$ cat src/rtl/edge_detect_pkg.sv
// Shared types for the multi-channel edge detector.
// Per-channel mode encoding and the edge acceptance helper.
package edge_detect_pkg;

  typedef logic [1:0] mode_t;

  localparam mode_t MODE_OFF  = 2'b00;
  localparam mode_t MODE_RISE = 2'b01;
  localparam mode_t MODE_FALL = 2'b10;
  localparam mode_t MODE_BOTH = 2'b11;

  function automatic logic mode_accepts(mode_t m, logic r, logic f);
    return (r & m[0]) | (f & m[1]);
  endfunction

endpackage

$ cat src/rtl/edge_detect_chan.sv
// One channel: synchroniser, optional debounce (EDGE_DETECT_DEBOUNCE_EN),
// level/level-delay registers and mode-qualified edge strobes.
module edge_detect_chan
  import edge_detect_pkg::*;
#(
  parameter int SYNC_STAGES     = 2,
  parameter int DEBOUNCE_CYCLES = 4
) (
  input  logic  clock,
  input  logic  reset,
  input  logic  din,
  input  mode_t mode,
  output logic  level,
  output logic  rise,
  output logic  fall,
  output logic  pulse
);

`ifdef EDGE_DETECT_DEBOUNCE_EN
  localparam int CHAIN = SYNC_STAGES;
`else
  // Without debounce the level flop itself is the last synchroniser stage.
  localparam int CHAIN = SYNC_STAGES - 1;
`endif

  logic [CHAIN-1:0] sync_q, sync_d;
  logic             s;
  logic             level_q, level_d;
  logic             level_dly_q, level_dly_d;

  if (CHAIN > 1) begin : g_chain
    assign sync_d = {sync_q[CHAIN-2:0], din};
  end else begin : g_one
    assign sync_d = din;
  end

  assign s = sync_q[CHAIN-1];

`ifdef EDGE_DETECT_DEBOUNCE_EN
  localparam int DB_W = (DEBOUNCE_CYCLES > 1) ? $clog2(DEBOUNCE_CYCLES) : 1;
  logic [DB_W-1:0] db_cnt_q, db_cnt_d;

  always_comb begin
    db_cnt_d = '0;
    level_d  = level_q;
    if (s != level_q) begin
      if (db_cnt_q == DB_W'(DEBOUNCE_CYCLES - 1)) begin
        level_d  = s;
        db_cnt_d = '0;
      end else begin
        db_cnt_d = db_cnt_q + 1'b1;
      end
    end
  end

  always_ff @(posedge clock) begin
    if (reset) db_cnt_q <= '0;
    else       db_cnt_q <= db_cnt_d;
  end
`else
  always_comb begin
    level_d = s;
  end
`endif

  always_comb begin
    level_dly_d = level_q;
  end

  always_ff @(posedge clock) begin
    if (reset) begin
      sync_q      <= '0;
      level_q     <= 1'b0;
      level_dly_q <= 1'b0;
    end else begin
      sync_q      <= sync_d;
      level_q     <= level_d;
      level_dly_q <= level_dly_d;
    end
  end

  assign level = level_q;
  assign rise  = level_q & ~level_dly_q;
  assign fall  = ~level_q & level_dly_q;
  assign pulse = mode_accepts(mode, rise, fall);

endmodule

$ cat src/rtl/edge_detect_array.sv
// WIDTH-channel edge detector: per-channel detect plus sticky pending,
// irq and a saturating accepted-event counter. Debounce via EDGE_DETECT_DEBOUNCE_EN.
module edge_detect_array
  import edge_detect_pkg::*;
#(
  parameter int WIDTH           = 8,
  parameter int SYNC_STAGES     = 2,
  parameter int DEBOUNCE_CYCLES = 4,
  parameter int CNT_W           = 8
) (
  input  logic               clock,
  input  logic               reset,
  input  logic [WIDTH-1:0]   din,
  input  logic [2*WIDTH-1:0] mode,
  input  logic [WIDTH-1:0]   clear,
  input  logic               count_clr,
  output logic [WIDTH-1:0]   level,
  output logic [WIDTH-1:0]   rise,
  output logic [WIDTH-1:0]   fall,
  output logic [WIDTH-1:0]   pulse,
  output logic [WIDTH-1:0]   pending,
  output logic               irq,
  output logic [CNT_W-1:0]   count
);

  for (genvar i = 0; i < WIDTH; i++) begin : g_chan
    edge_detect_chan #(
      .SYNC_STAGES    (SYNC_STAGES),
      .DEBOUNCE_CYCLES(DEBOUNCE_CYCLES)
    ) u_chan (
      .clock(clock),
      .reset(reset),
      .din  (din[i]),
      .mode (mode_t'(mode[2*i +: 2])),
      .level(level[i]),
      .rise (rise[i]),
      .fall (fall[i]),
      .pulse(pulse[i])
    );
  end

  logic [WIDTH-1:0] pending_q, pending_d;
  logic [CNT_W-1:0] count_q, count_d;
  logic [CNT_W:0]   inc, sum;

  // Set beats clear: a pulse in the clearing cycle keeps the flag.
  always_comb begin
    pending_d = (pending_q & ~clear) | pulse;
  end

  // Clear applies before the add; one extra bit catches overflow.
  always_comb begin
    inc = '0;
    for (int i = 0; i < WIDTH; i++) inc = inc + (CNT_W+1)'(pulse[i]);
    sum     = {1'b0, (count_clr ? '0 : count_q)} + inc;
    count_d = sum[CNT_W] ? '1 : sum[CNT_W-1:0];
  end

  always_ff @(posedge clock) begin
    if (reset) begin
      pending_q <= '0;
      count_q   <= '0;
    end else begin
      pending_q <= pending_d;
      count_q   <= count_d;
    end
  end

  assign pending = pending_q;
  assign irq     = |pending_q;
  assign count   = count_q;

endmodule
$ cat config.mk
export PLATFORM = sky130hd
export DESIGN_NAME = edge_detect_array
export DESIGN_NICKNAME = d
export VERILOG_FILES = /design/src/rtl/edge_detect_pkg.sv /design/src/rtl/edge_detect_chan.sv /design/src/rtl/edge_detect_array.sv
export SDC_FILE = /design/constraint.sdc
export NUM_CORES = 1
export LEC_CHECK = 0
export CAP_MARGIN = 40
export CORE_MARGIN = 1
export CORE_UTILIZATION = 41
export CTS_CLUSTER_DIAMETER = 150
export DETAILED_ROUTE_END_ITERATION = 12
export PLACE_DENSITY = 0.91
export SETUP_SLACK_MARGIN = 0.5
export SLEW_MARGIN = 15
export SYNTH_ARGS = -nofsm -noshare
export SYNTH_HDL_FRONTEND = slang
export SYNTH_HIERARCHICAL = 1
export SYNTH_SLANG_ARGS = --single-unit
export TNS_END_PERCENT = 50
$ cat constraint.sdc
create_clock -name clock -period 4.7 [get_ports clock]
set_input_delay 1.175 -clock clock [delete_from_list [all_inputs] [get_ports clock]]
set_output_delay 1.175 -clock clock [all_outputs]
set_load 0.03 [all_outputs]
==> flow_summary.rst <==
.. list-table::
   :header-rows: 1

   * - Metric
     - Value
   * - Run status
     - finished clean
   * - Horizontal extent of the die
     - 68.27 um
   * - Final hold slack
     - 0.4379 ns
   * - Area of the core
     - 4115 um^2
   * - Min setup slack post-route
     - 0.5938 ns
   * - H-tree depth
     - 2
   * - Hold violation count in the final report
     - 0
   * - Worst clock skew on the final layout
     - 0.006169 ns
   * - Setup Slack @ Placement
     - -0.1170 ns
   * - Xor and xnor fraction of the mapped netlist area
     - 0.9729%
   * - Worst min path class
     - reg2reg
   * - Count of yosys warnings during synthesis
     - 6
   * - Initial antenna violation count
     - 0
   * - Setup CP Type
     - in2reg
   * - Clock input transition at the sequential cells of the worst setup and hold paths
     - 0.08 ns
   * - Fill cells
     - 311
   * - Synthesized-area fraction occupied by and/or/nand/nor cells
     - 28.91%
   * - Most common cell after layout, fill and taps aside
     - clkdlybuf4s50_1
   * - Overall power
     - 741.8 uW
   * - Cell at the root of the clock tree
     - clkbuf_8
   * - Global routing usage summed across all routing layers
     - 19.37%
   * - Average instance area after synthesis
     - 10.47 um^2
   * - Number of DRC violations after detailed routing
     - 0
   * - Achievable Freq
     - 0.2435 GHz
   * - Kind of start point of the critical path
     - input port
   * - Routed WL per cell
     - 13.80 um
   * - Std-Cell Rows
     - 23
   * - Synthesized instance count
     - 172
   * - Num Clock Sinks
     - 40
   * - Max-cap viol count
     - 0
   * - Post-synthesis to final-layout area growth
     - 58.51%
   * - Signal arrival time at the worst endpoint
     - 4.28 ns
   * - Max Slew Vio Count
     - 0
   * - Input/output buffers
     - 83
   * - Post-synthesis adder-cell area fraction
     - 9.729%
   * - Clock tree from TritonCTS
     - yes
   * - Vias in the first global route
     - 1,439
   * - Number of buffers between clock root and the deepest sink
     - 2
   * - Post-CTS Hold Fix Bufs
     - 0
   * - Max FO, Critical Path
     - 4
   * - Largest cells by area after synthesis
     - dfxtp_1 (44%), nor2b_1 (10%), nor2b_4 (6.1%)
   * - Share of the synthesized area in the top cell type
     - 44.48%
   * - Number of DRC markers in iteration 0
     - 62
   * - Number of distinct library cells after synthesis
     - 30
   * - Netlist area before placement
     - 1800 um^2
   * - Biggest area consumer among synthesized cells
     - dfxtp_1
   * - Worst slew slack as a fraction of its limit
     - 66.93%
   * - Die boundary height
     - 68.27 um
   * - Latest clock arrival within the worst-skew pair
     - 0.29 ns
   * - Aggregate routed wire length
     - 4.389 mm
   * - Total Die Area
     - 4660 um^2
   * - Required time reported for the critical path endpoint
     - 4.87 ns
   * - Share of the yosys chip area belonging to registers
     - 44.48%
   * - Commonest cells after routing, fill and taps aside
     - clkdlybuf4s50_1 (77), dfxtp_1 (40), nor2b_1 (29)
   * - Highest ir drop seen on vdd
     - 0.1752 mV
   * - Util after Layout
     - 69.35%
   * - Total gr overflow
     - 0
   * - Fraction of synthesized area in multiplexers
     - 0.6254%
   * - Ratio of routed vias to standard cells
     - 4.906
   * - Starting utilization of the core area
     - 43.75%
   * - Post-detailed-route count of antenna-violating nets
     - 0
   * - Count of pins on the block boundary
     - 84
   * - Combinational family with the most area after synthesis
     - simple AND/OR/NAND/NOR gates
   * - Flip-flop and latch count after synthesis
     - 40
   * - Slew at the pin closest to its max-slew limit
     - 0.4915 ns
   * - Leak pwr
     - 0.001136 uW
   * - RSZ-0062 raised after global routing
     - no
   * - First-pass GRT wire length
     - 6.492 mm
   * - Number of nets produced by synthesis
     - 218
   * - Areal power density over the cells
     - 259.9 nW/um^2
   * - Final clock period utilization by the worst path
     - 87.37%
   * - Sum Neg Setup Slack
     - 0 ns
   * - Number of clock buffers inserted by TritonCTS
     - 5
   * - Finish-stage setup viols
     - 0
   * - Post-layout minimum cycle time
     - 4.106 ns
   * - Drt first pass iters
     - 4
   * - DP Wirelength
     - 3.232 mm
   * - Critical Path Sink Type
     - flip-flop
   * - Synthesized-area fraction occupied by ao, oa, aoi and oai cells
     - 12.16%
   * - Fraction of layout cells with a size suffix above 1
     - 19.03%
   * - Maximum number of pins on one net before global-route repair
     - 40
   * - Routability cong.
     - 0.8134
   * - Ant diodes
     - 0
   * - Total number of vias
     - 1,560
   * - Final #Nets
     - 314
==> worst max-delay path, cell delays in order <==
cell       delay [ns]
buf_6            0.09
a22o_4           0.26
fa_1             0.53
inv_1            0.05
fa_1             0.49
fa_1             0.43
fa_2             0.37
inv_2            0.07
fa_2             0.21
nand3_2          0.10
nand2_4          0.10
a31oi_1          0.09
a2111oi_1        0.33
==> where the power goes <==
part	total (uW)	internal (uW)	switching (uW)
registers	363	354	9.44
clock network	214	100	114
logic	165	83.9	80.7
==> registers in the layout, indices dropped and copies added, names as in the netlist <==
signal and count:
count 8, g_chan.u_chan/level 8, g_chan.u_chan/level_d 8, g_chan.u_chan/level_dly_q 8
pending 8
==> cells by family (layout without fill, tap and decap cells) <==
family,Yosys count,in the layout
fa+ha+maj,11,11
buf+inv,15,111
xor+xnor,2,2
compound gates,32,32
mux,1,1
flops,40,40
simple gates,71,71
==> through the flow <==
| step | instances | area [um^2] |
|---|---|---|
| detailed placement | 307 | 2743 |
| floorplan | 172 | 1827 |
| global placement | 307 | 2743 |
| global route | 318 | 2854 |
| CTS | 318 | 2844 |
| finish | 318 | 2854 |
==> cell usage after synthesis <==
cell type  count
a2111oi_0      1
a21o_2         1
a21oi_1       14
a22o_1         8
a31oi_1        2
and4b_1        2
clkbuf_1       2
dfxtp_1       40
fa_1           5
ha_1           6
inv_1         13
mux2_2         1
nand2_1        3
nand2b_1       7
nand3_1        3
nor2_1         4
nor2b_1       29
nor2b_2        8
nor2b_4        8
nor4_1         2
nor4b_1        1
o2111ai_2      1
o21a_1         2
o21ai_0        2
o31a_1         1
or2_1          1
or2b_2         1
or3_1          1
or4_4          1
xnor2_1        2
==> metal layers <==
metal / GRT usage [%] / vias up / share of wire, %
li1: - / 769 / -
met2: 32.23 / 62 / 49
met3: 5.500 / 7 / 6.9
met1: 23.16 / 722 / 42
met4: 8.073 / 0 / 1.4
met5: 0 / - / 0
==> final timing paths <==
path / from / to / slack, ns / cells past startpoint
min reg2reg: g_chan[4].u_chan/level_d$_SDFF_PP0_ / g_chan[4].u_chan/level$_SDFF_PP0_ / 0.44 / 1
min: g_chan[4].u_chan/level_d$_SDFF_PP0_ / g_chan[4].u_chan/level$_SDFF_PP0_ / 0.44 / 1
max: mode[2] / count[6]$_SDFF_PP0_ / 0.59 / 13
max reg2reg: g_chan[1].u_chan/level_dly_q$_SDFF_PP0_ / count[6]$_SDFF_PP0_ / 1.09 / 13
==> what timing repair did <==
action	CTS	global route
setup buffers	4	0
resized for setup	29	2
pin swaps	11	4
hold endpoints to repair	0	0
endpoints found under the setup margin	8	8
==> cell type report <==
class	instances	area (um^2)	share of cell area [%]
sequential	40	800.8	28.06
tap	50	62.56	2.192
inverter	13	48.80	1.710
clock inverter	2	12.51	0.4384
multi-input combinational	117	993.5	34.81
timing repair buffer	91	867.1	30.38
clock buffer	5	68.82	2.411
Note: power is estimated with default switching activity, not from simulation.
